--- src/rtl/hazard_ctrl_pkg.sv ---
// Shared types and constants for the pipeline hazard controller.
package hazard_ctrl_pkg;

    typedef enum logic [1:0] {
        RUN   = 2'd0,
        WAIT  = 2'd1,
        ERROR = 2'd2
    } mem_state_t;

    localparam logic [1:0] FWD_RF  = 2'b00;
    localparam logic [1:0] FWD_WB  = 2'b01;
    localparam logic [1:0] FWD_MEM = 2'b10;

    // Memory stage result is newer than Writeback, so it wins when both match.
    function automatic logic [1:0] fwd_sel(
        input logic       reg_write_m,
        input logic [3:0] rd_m,
        input logic       reg_write_w,
        input logic [3:0] rd_w,
        input logic [3:0] ra
    );
        if (reg_write_m && (rd_m == ra)) begin
            return FWD_MEM;
        end else if (reg_write_w && (rd_w == ra)) begin
            return FWD_WB;
        end
        return FWD_RF;
    endfunction

endpackage

--- src/rtl/mem_wait_fsm.sv ---
// Data-memory wait-state tracker with timeout; raises o_mem_hold while the
// Memory stage must not advance and latches a sticky error on timeout.
//
// state | meaning
// RUN   | no outstanding access beyond the current cycle
// WAIT  | access issued, waiting for ack; r_wait_cnt counts waited cycles
// ERROR | ack never arrived within TIMEOUT; pipeline frozen until reset
module mem_wait_fsm
    import hazard_ctrl_pkg::*;
#(
    parameter int TIMEOUT = 16
) (
    input  logic clk,
    input  logic reset_n,
    input  logic i_mem_req,
    input  logic i_mem_ack,
    output logic o_mem_hold,
    output logic o_mem_err
);

    localparam int CW = $clog2(TIMEOUT) + 1;

    mem_state_t      r_state;
    mem_state_t      w_state_nxt;
    logic [CW-1:0]   r_wait_cnt;
    logic [CW-1:0]   w_wait_cnt_nxt;
    logic            r_mem_err;
    logic            w_mem_err_nxt;

    // State, wait counter and sticky error register.
    always_ff @(posedge clk or negedge reset_n) begin
        if (!reset_n) begin
            r_state    <= RUN;
            r_wait_cnt <= '0;
            r_mem_err  <= 1'b0;
        end else begin
            r_state    <= w_state_nxt;
            r_wait_cnt <= w_wait_cnt_nxt;
            r_mem_err  <= w_mem_err_nxt;
        end
    end

    // Next-state logic; hold is combinational so an unacked request stalls
    // in the very cycle it is presented, and the acking cycle still holds.
    always_comb begin
        w_state_nxt    = r_state;
        w_wait_cnt_nxt = r_wait_cnt;
        w_mem_err_nxt  = r_mem_err;
        o_mem_hold     = 1'b0;
        case (r_state)
            RUN: begin
                if (i_mem_req && !i_mem_ack) begin
                    o_mem_hold     = 1'b1;
                    w_state_nxt    = WAIT;
                    w_wait_cnt_nxt = CW'(1);
                end
            end
            WAIT: begin
                o_mem_hold = 1'b1;
                if (i_mem_ack) begin
                    w_state_nxt    = RUN;
                    w_wait_cnt_nxt = '0;
                end else if (r_wait_cnt == CW'(TIMEOUT)) begin
                    w_state_nxt   = ERROR;
                    w_mem_err_nxt = 1'b1;
                end else begin
                    w_wait_cnt_nxt = r_wait_cnt + CW'(1);
                end
            end
            ERROR: begin
                o_mem_hold = 1'b1;
            end
            default: begin
                w_state_nxt    = RUN;
                w_wait_cnt_nxt = '0;
            end
        endcase
    end

    assign o_mem_err = r_mem_err;

endmodule

--- src/rtl/hazard_ctrl.sv ---
// Pipeline hazard controller: forwarding selects, stage stalls/flushes,
// memory request gating and a saturating stall-cycle counter.
module hazard_ctrl
    import hazard_ctrl_pkg::*;
#(
    parameter int TIMEOUT = 16,
    parameter int CNT_W   = 16
) (
    input  logic             clk,
    input  logic             reset_n,
    input  logic [3:0]       RA1D,
    input  logic [3:0]       RA2D,
    input  logic [3:0]       RA1E,
    input  logic [3:0]       RA2E,
    input  logic [3:0]       RdE,
    input  logic [3:0]       RdM,
    input  logic [3:0]       RdW,
    input  logic             RegWriteM,
    input  logic             RegWriteW,
    input  logic             MemtoRegE,
    input  logic             PCSrcD,
    input  logic             PCSrcE,
    input  logic             PCSrcM,
    input  logic             PCSrcW,
    input  logic             BranchTakenE,
    input  logic             MemReqM,
    input  logic             DMemAck,
    output logic [1:0]       ForwardAE,
    output logic [1:0]       ForwardBE,
    output logic             StallF,
    output logic             StallD,
    output logic             StallE,
    output logic             StallM,
    output logic             FlushD,
    output logic             FlushE,
    output logic             FlushW,
    output logic             DMemReq,
    output logic             MemErr,
    output logic [CNT_W-1:0] StallCount
);

    logic             w_ldr_stall;
    logic             w_pc_pend;
    logic             w_mem_hold;
    logic             w_mem_err;
    logic [CNT_W-1:0] r_stall_cnt;

    mem_wait_fsm #(
        .TIMEOUT (TIMEOUT)
    ) u_mem_wait_fsm (
        .clk        (clk),
        .reset_n    (reset_n),
        .i_mem_req  (MemReqM),
        .i_mem_ack  (DMemAck),
        .o_mem_hold (w_mem_hold),
        .o_mem_err  (w_mem_err)
    );

    assign ForwardAE = fwd_sel(RegWriteM, RdM, RegWriteW, RdW, RA1E);
    assign ForwardBE = fwd_sel(RegWriteM, RdM, RegWriteW, RdW, RA2E);

    assign w_ldr_stall = MemtoRegE && ((RA1D == RdE) || (RA2D == RdE));
    assign w_pc_pend   = PCSrcD || PCSrcE || PCSrcM;

    assign StallF = w_ldr_stall || w_pc_pend || w_mem_hold;
    assign StallD = w_ldr_stall || w_mem_hold;
    assign StallE = w_mem_hold;
    assign StallM = w_mem_hold;

    // Flushes are suppressed while memory holds the pipe so a frozen stage
    // keeps its instruction; the pending flush re-fires once it advances.
    assign FlushD = !w_mem_hold && (w_pc_pend || PCSrcW || BranchTakenE);
    assign FlushE = !w_mem_hold && (w_ldr_stall || BranchTakenE);
    assign FlushW = w_mem_hold;

    // MemErr is only set on entry to ERROR, so it doubles as the ERROR flag.
    assign DMemReq = MemReqM && !w_mem_err;
    assign MemErr  = w_mem_err;

    // Saturating count of cycles in which fetch was stalled.
    always_ff @(posedge clk or negedge reset_n) begin
        if (!reset_n) begin
            r_stall_cnt <= '0;
        end else if (StallF && (r_stall_cnt != '1)) begin
            r_stall_cnt <= r_stall_cnt + CNT_W'(1);
        end
    end

    assign StallCount = r_stall_cnt;

endmodule
--- config.mk ---
export PLATFORM = sky130hd
export DESIGN_NAME = hazard_ctrl
export DESIGN_NICKNAME = d
export VERILOG_FILES = /design/src/rtl/hazard_ctrl_pkg.sv /design/src/rtl/mem_wait_fsm.sv /design/src/rtl/hazard_ctrl.sv
export SDC_FILE = /design/constraint.sdc
export NUM_CORES = 1
export LEC_CHECK = 0
export CAP_MARGIN = 20
export CORE_MARGIN = 2
export CORE_UTILIZATION = 42
export DETAILED_ROUTE_END_ITERATION = 16
export PLACE_DENSITY_LB_ADDON = 0.15
export SLEW_MARGIN = 20
export SYNTH_ARGS = -nofsm -noshare
export SYNTH_HDL_FRONTEND = slang
export SYNTH_SLANG_ARGS = --single-unit
--- constraint.sdc ---
create_clock -name clk -period 2.5 [get_ports clk]
set_clock_uncertainty 0.2 [all_clocks]
set_input_delay 0.5 -clock clk [delete_from_list [all_inputs] [get_ports clk]]
set_output_delay 0.5 -clock clk [all_outputs]
set_load 0.02 [all_outputs]
## Yosys cells after proc, flatten, opt, wreduce, memory -nomap -nowiden

Index checks and enable logic that the tools add are counted.

| word-level totals | value |
|---|---|
| bits in read-only memories | 0 |
| output and inout port bits | 29 |
| RAM bits | 0 |
| register bits after elaboration | 24 |
| bits of input ports | 40 |
| memories | 0 |
| bits in latches | 0 |

| operators by class | value |
|---|---|
| multipliers | 0 |
| divide/modulo/power cells | 0 |
| add/subtract/negate cells | 2 |
| $lt $le $gt $ge | 0 |
| bitwise gates (word level) | 2 |
| shifts and indexed selects | 0 |
| reductions and logical operators | 27 |
| equal/unequal tests | 13 |
| mux-type cells | 20 |

Operators with widths:

| cell | number |
|---|---|
| equality test 4 bit | 6 |
| two-way mux 2 bit | 9 |
| adder 16 x 1 -> 16 bit, second input constant | 1 |
| != test 16 bit, second input constant | 1 |
| two-way mux 5 bit | 3 |
| one-hot mux 5 bit (3 select lines) | 1 |
| logical AND 1 bit | 10 |
| logical OR 1 bit | 9 |
| AND reduction 3 bit | 3 |
| one-hot mux 2 bit (3 select lines) | 1 |
| adder 5 x 1 -> 5 bit, second input constant | 1 |
| equality test 5 bit, second input constant | 1 |
| two-way mux 1 bit | 5 |
| zero test 1 bit | 3 |
| != test 3 x 2 -> 1 bit, second input constant | 1 |
| != test 3 bit, second input constant | 1 |
| equality test 2 x 1 -> 1 bit, second input constant | 1 |
| equality test 2 bit, second input constant | 1 |
| zero test 2 bit | 1 |
| != test 2 x 1 -> 1 bit, second input constant | 1 |
| NOT 1 bit | 2 |
| one-hot mux 1 bit (2 select lines) | 1 |
| OR reduction 2 bit | 1 |

## Depth between registers and ports, before layout

Gate-level depths: netlist of the first run.

| logic depth | value |
|---|---|
| word-level depth | 6 |
| gate-level depth with buffers | 9 |
| gate-level depth less buffers | 8 |

## By module

Synthesis of the first run repeated with hierarchy kept, for this count alone.

| unflattened totals | value |
|---|---|
| cell total of the unflattened synthesis | 172 |
| area, all modules | 1755.4 um^2 |

Modules (own cells, without submodules):

| module | cells an instance | instances | sequential area each (um^2) | area an instance (um^2) |
|---|---|---|---|---|
| hazard_ctrl | 116 | 1 | 400.4 | 1179.9 |
| mem_wait_fsm | 56 | 1 | 200.2 | 575.6 |

## Worst setup path before layout of the first run

No wires, ideal clock.

| timing path | value |
|---|---|
| path kind | input-to-output |
| from | in RA1E[0] |
| to | out ForwardAE[0] |
| data required time | 1800 ps |
| arrival | 1918 ps |
| path buffers | 0 |
| slack | -118 ps |
| stages on the path | 4 |
| cell sequence | inv_1 -> a222oi_1 -> nor4b_1 -> nor2_1 |

| between the ends | value |
|---|---|
| cells in the longest elaborated chain, start to end | 5 |

Ends and longest elaborated chain:

| element | RTL line | source |
|---|---|---|
| start: declaration | hazard_ctrl.sv:13 | `input logic [3:0] RA1E,` |
| equality test 4 bit | hazard_ctrl_pkg.sv:24 | `end else if (reg_write_w && (rd_w == ra)) begin` |
| logical AND 1 bit | hazard_ctrl_pkg.sv:24 |  |
| two-way mux 1 bit | hazard_ctrl_pkg.sv:24 |  |
| two-way mux 1 bit | hazard_ctrl_pkg.sv:22 | `if (reg_write_m && (rd_m == ra)) begin` |
| two-way mux 2 bit * | hazard_ctrl_pkg.sv:27 | `return FWD_RF;` |
| end: declaration | hazard_ctrl.sv:28 | `output logic [1:0] ForwardAE,` |

Every way passes the cells marked *; elsewhere a longest branch is shown, timed or not.

## Worst setup path in the final report of the first run

| timing path | value |
|---|---|
| from | in DMemAck |
| to | out StallD |

| between the ends | value |
|---|---|
| cells in the longest elaborated chain, start to end | 5 |

Ends and longest elaborated chain:

| element | RTL line | source |
|---|---|---|
| start: declaration | hazard_ctrl.sv:27 | `input logic DMemAck,` |
| zero test 1 bit | mem_wait_fsm.sv:52 | `if (i_mem_req && !i_mem_ack) begin` |
| logical AND 1 bit | mem_wait_fsm.sv:52 |  |
| two-way mux 1 bit | mem_wait_fsm.sv:52 |  |
| one-hot mux 1 bit (2 select lines) | mem_wait_fsm.sv:50 | `case (r_state)` |
| logical OR 1 bit | hazard_ctrl.sv:66 | `assign StallD = w_ldr_stall \|\| w_mem_hold;` |
| end: declaration | hazard_ctrl.sv:31 | `output logic StallD,` |

Every way passes these cells.

==> results of run 1 <==
-- where the power goes --
group / internal, W / total, W / switching [W]
Sequential: 0.000478 / 0.000581 / 0.000104
Combinational: 0.000451 / 0.000888 / 0.000437
Clock: 0.000214 / 0.000339 / 0.000125
-- metrics by stage --
step,setup slack (ps),utilization (%),instances,total power (W)
after floorplan,79.5,-,167,0.00107
after global placement,-488,67.3,299,0.00150
after detailed placement,-513,67.3,299,0.00152
after CTS,-36.9,69.4,304,0.00184
after global routing,5.06,69.8,304,0.00193
final,62.9,69.8,304,0.00181
-- kinds of logic after synthesis --
family	after synthesis	share of synthesized area, %
and+or+nand+nor	62	21.7
xor gates and xnor gates	36	19.7
DFF	24	37.6
AOI/OAI and AO/OA	23	10.2
buffers and inverters	13	3.99
adders and majority gates	7	5.48
muxes	2	1.41
-- repair_timing --
action                                  in CTS  in global routing
endpoints found under the setup margin      12                 14
setup buffers                                1                  0
pin swaps                                    7                  3
hold buffers                                 0                  0
resized for setup                           63                 13
hold endpoints to repair                     0                  0
-- sequential cells by signal (all words and copies together), names as in the netlist --
signal,count
u_mem_wait_fsm.r_state,2
StallCount,16
u_mem_wait_fsm.r_wait_cnt,5
u_mem_wait_fsm.o_mem_err,1
-- Yosys cell counts, types with 5 or more instances --
library cell and count:
dfrtp_1 24, inv_1 10, xor2_1 19, and3_1 5, xnor2_1 17, nand2_1 14, a21oi_1 5, nor3_1 5
nand4_1 8, o21ai_0 7, nor2_1 7, nand3_1 7, ha_1 7
-- worst max-delay path: stages --
cell	delay [ps]
clkdlybuf4s50_1	500
nand3b_1	140
a21oi_2	80
buf_4	140
or2b_1	210
buf_4	160
-- worst max path at each step --
stage / from / end / slack, ps / cells past startpoint
floorplan: RdM[2] / ForwardBE[0] / 80 / 3
global placement: RdE[0] / FlushE / -490 / 6
detailed placement: RdE[0] / StallD / -510 / 6
CTS: RA2D[1] / StallD / -40 / 6
global route: RA2E[1] / ForwardBE[0] / 5 / 6
finish: DMemAck / StallD / 60 / 6
-- cell type report --
cell class                      instances  share of cell area [%]
Clock buffer                            3                    1.62
Clock inverter                          1                    1.18
Inverter                               10                    1.47
Multi-Input combinational cell        130                    38.9
Sequential cell                        24                    23.5
Tap cell                               48                    2.35
Timing Repair Buffer                   88                    31.0
-- metal layers --
layer	vias to the layer above	global-route usage, %	share of wire, %
met3	2	3.77	9.4
met4	0	3.91	0.42
met2	62	31.1	45
met5	-	0	0
li1	750	-	-
met1	699	24.6	46
==> summary.txt, run 1 <==
Worst hold path
  – Worst min-delay path class: reg2reg
  – Min-Delay Startpoint: StallCount[14]
  – Hold Crit Depth: 1
  – Hold EP: StallCount[14]

STA
  – Final Slew Violations: 0
  – Fmax achieved: roughly 410 MHz
  – Hold slack: roughly 290 ps
  – Final number of setup-violating endpoints: 0
  – Normalized max-slew margin: ~67%
  – Fin crit share: between 90% and 100%
  – Min Tclk post-route: 2440 ps
  – Unrepaired setup endpoints after global routing: no
  – Worst Tran Pin Value: ~490 ps
  – Final Hold Viols: 0
  – Setup tns final: 0 ps

GRT
  – Number of global-route vias before repair: about 1.4k
  – GR Overflow Total: 0
  – Initial antenna violation count: 0
  – Gr usage total: a little under a fifth
  – Largest net degree at the start of global routing: 25
  – First-pass GRT wire length: 6260 µm

Finish
  – Layout overhead on the synthesized area: 59.8%
  – Multi-input gate area: about 1000 µm²
  – Layout cells sized above 1: ~20%
  – Most frequent cells in the layout: 38 x clkdlybuf4s50_1, 24 x dfrtp_1, 24 x buf_4
  – Antenna fix cells: 0
  – FILL cells: 306
  – Commonest non-fill, non-tap cell in the layout: clkdlybuf4s50_1
  – Final net count: 304
  – Post-route cell area: 0.00255 mm²
  – Register Area: roughly 600 µm²

Place
  – HPWL after DPL: ~3100 µm
  – Buffers on Ports: just under 70
  – Gp weighted congestion: 0.815
  – Placed Area: 0.00246 mm²

Synthesis
  – Cell Area, Synth: between 0.0015 and 0.002 mm²
  – Post-synth cell types: 36
  – Synth warnings: 0
  – Syn Inst Count: around 170
  – Yosys top cell area share: ~38%
  – Most area-hungry cell type in the Yosys netlist: dfrtp_1
  – Top post-synthesis cells by area: dfrtp_1 38%, xor2_1 10%, xnor2_1 9.3%
  – Ys async rst share: 100%
  – Most used DFF post-synth: dfrtp_1
  – Sequential element share of the synthesized area: a little under two fifths
  – Mapped Nets: around 210
  – EDFF count, synth: 0
  – Yosys reg bits: 24
  – Syn Area/Cell: roughly 9.6 µm²

Setup path
  – CP arrival: between 1500 and 2000 ps
  – Worst-path fanout max: 4
  – Worst setup EP type: primary output
  – R2R depth: 10
  – Slack of the worst reg-to-reg path: 370 ps
  – WS Path Type: in2out
  – Reg2reg start: u_mem_wait_fsm.r_state[0]
  – Worst EP required: ~1800 ps
  – Reg2reg end: StallCount[8]
  – Startpoint Class: primary input

Clock network
  – Root buf cell: clkbuf_8
  – Longest Clk Path Bufs: 2
  – H-tree depth: 1
  – CTS Buf Count: 3
  – Clk sinks: 24
  – Clk_lat worst skew: 270 ps
  – Clock input transition at the sequential cells of the worst setup and hold paths: 90 ps
  – CTS tree: built

Status
  – Outcome: complete, no violations

Pwr
  – Pwr per Cell Area: 708 mW/mm²
  – Max IR drop VDD: about 0.63 mV
  – Leak: approximately 1.2 nW

Detailed routing
  – DR vias: 1513
  – Antenna viol nets, final: 0
  – Via density: approximately 5
  – Final wirelength: approximately 4000 µm
  – Detailed Routing Iterations Pass 1: 4
  – DR WL/cell: 13.2 µm
  – Initial DRC count: 34
  – DR DRC count: 0

Floorplan
  – Starting density of the core: ~44%
  – Core area: roughly 0.0037 mm²
  – Die area: approximately 0.0043 mm²
  – I/O pin cnt: 69
  – Row count: 22
  – Die width: 65.7 µm
  – Die Y: 65.7 µm

Job
  – Max-cap violations: 0
Note: power is estimated with default switching activity, not from simulation.
==> inputs of run 2 (changes only) <==
- TNS_END_PERCENT: unset -> 20
==> summary.txt, run 2 (synthesized netlist as in run 1, its figures left out) <==
Clock network
  – Clk_lat worst skew: 270 ps
  – Root buf cell: clkbuf_8
  – CTS Buf Count: 3
  – H-tree depth: 1
  – CTS tree: built
  – Hold_buf cts: 0
  – Longest Clk Path Bufs: 2
  – Clk sinks: 24
  – Clock input transition at the sequential cells of the worst setup and hold paths: about 90 ps

Setup path
  – CP max stage cell: clkdlybuf4s50_1
  – CP Cell Sequence: clkdlybuf4s50_1, xnor2_2, nand2_1, nor4_2, nor2_1, buf_2
  – Top Family by Delay on Critical Path: buffers and inverters
  – Slack of the worst reg-to-reg path: 360 ps
  – CP startpoint: RA2E[1]
  – WS Path Type: in2out
  – Worst setup EP type: primary output
  – CP arrival: between 1500 and 2000 ps
  – Reg2reg start: u_mem_wait_fsm.r_state[0]
  – Startpoint Class: primary input
  – Worst-path fanout max: 2
  – Worst EP required: 1800 ps
  – Largest stage delay, worst path: ~530 ps
  – Crit path buffers/inverters: 2

Floorplan
  – Die width: between 60 and 70 µm
  – Starting density of the core: between 40% and 50%
  – Row count: 22
  – Core area: about 0.0037 mm²
  – Die Y: approximately 66 µm
  – Die area: ~0.0043 mm²
  – I/O pin cnt: between 60 and 70

Status
  – Outcome: complete, no violations

Detailed routing
  – DR WL/cell: about 13 µm
  – Detailed Routing Iterations Pass 1: 6
  – DR DRC count: 0
  – Initial DRC count: 41
  – DR vias: about 1.5k
  – Final wirelength: between 3000 and 4000 µm
  – Via density: about 5.0
  – Antenna viol nets, final: 0

GRT
  – Number of global-route vias before repair: 1429
  – Gr usage total: ~19%
  – Initial antenna violation count: 0
  – First-pass GRT wire length: between 6000 and 7000 µm
  – Largest net degree at the start of global routing: 25
  – GR Overflow Total: 0

Finish
  – Flip-flop count of the largest register after layout: 16
  – Layout cells sized above 1: between 20% and 30%
  – Commonest non-fill, non-tap cell in the layout: clkdlybuf4s50_1
  – Fin util: a little over two thirds
  – Antenna fix cells: 0
  – Most frequent cells in the layout: 37 x clkdlybuf4s50_1, 24 x dfrtp_1, 22 x buf_4
  – Final net count: 304
  – Finished Layout Cells: approximately 300
  – Layout overhead on the synthesized area: 60.4%

STA
  – Final number of setup-violating endpoints: 0
  – Final Hold Viols: 0
  – Fin crit share: ~97%
  – Min Tclk post-route: approximately 2400 ps
  – Fmax achieved: 413 MHz
  – Normalized max-slew margin: ~67%
  – Final Slew Violations: 0
  – Worst Tran Pin Value: about 500 ps
  – Final WS setup: just under 80 ps
  – Unrepaired setup endpoints after global routing: no

Pwr
  – Clk network pwr share: between 10% and 20%
  – Share of power burned in registers: between 30% and 40%
  – Leak: 1.25 nW
  – Combinational power share: 49.4%
  – Cell Int Power: 0.00115 W
  – Max IR drop VDD: roughly 0.63 mV
  – Pwr per Cell Area: 709 mW/mm²
  – Switching Power: roughly 0.00067 W
  – Sw Ratio: between 30 and 40%

Place
  – Pre-CTS WS: -513 ps
  – Gp weighted congestion: 0.815
  – HPWL after DPL: about 3100 µm
  – Placed insts: around 300
  – Buffers on Ports: slightly below 70

Worst hold path
  – Worst min-delay path class: reg2reg
  – Min-Delay Startpoint: StallCount[14]

Job
  – Max-cap violations: 0
run 2: cell count changes in the layout (fill, tap and decap cells not counted), sizes merged:
cell,change
clkdlybuf4s15,+1
clkdlybuf4s50,-1
buf,-2
dlygate4sd2,+2
dlymetal6s2s,-1
clkbuf,+1
run 2: what timing repair did:
action	CTS	global route
gates resized for setup	65	12
setup buffers	1	0
setup endpoints to repair	12	15
pin swaps	7	4
gates cloned	0	0
run 2: worst paths after layout:
path / to / cells past startpoint
min in group asynchronous: StallCount[2] / 2
min: StallCount[14] / 1
min reg2reg: StallCount[14] / 1
max in group asynchronous: u_mem_wait_fsm.o_mem_err / 2
max reg2reg: StallCount[8] / 10
max: ForwardBE[0] / 6
run 2: power groups by stage:
stage               logic [W]  registers [W]  clock network, W
floorplan            0.000423       0.000646                 0
global placement     0.000914       0.000585                 0
detailed placement   0.000932       0.000585                 0
CTS                  0.000919       0.000581          0.000345
global route         0.000982       0.000596          0.000363
finish               0.000898       0.000581          0.000339
run 2: metrics by stage:
step / setup TNS [ps] / cell area, µm² / power (W) / hold slack [ps]
floorplan: 0 / 1610 / 0.00107 / 4.41
global placement: -5480 / 2460 / 0.00150 / 271
detailed placement: -6000 / 2460 / 0.00152 / 280
CTS: -51.2 / 2550 / 0.00185 / 296
global route: 0 / 2560 / 0.00194 / 317
finish: 0 / 2560 / 0.00182 / 291
run 2: final cells by class:
type	instances	area (µm²)
Clock buffer	3	41.3
Clock inverter	1	30.0
Fill cell	307	1100
Inverter	10	37.5
Multi-Input combinational cell	130	1000
Sequential cell	24	601
Tap cell	48	60.1
Timing Repair Buffer	88	795
run 2: layer usage:
layer	routed length (µm)	GRT usage [%]	vias to the layer above
met4	17	3.91	0
li1	-	-	750
met3	384	3.77	2
met2	1770	31.3	66
met1	1800	24.5	699
met5	0	0	-
==> inputs of run 3 (changes only) <==
- CAP_MARGIN: 20 -> unset
==> results of run 3 <==
No change in the layout: final DEF, timing and power equal those of run 2.
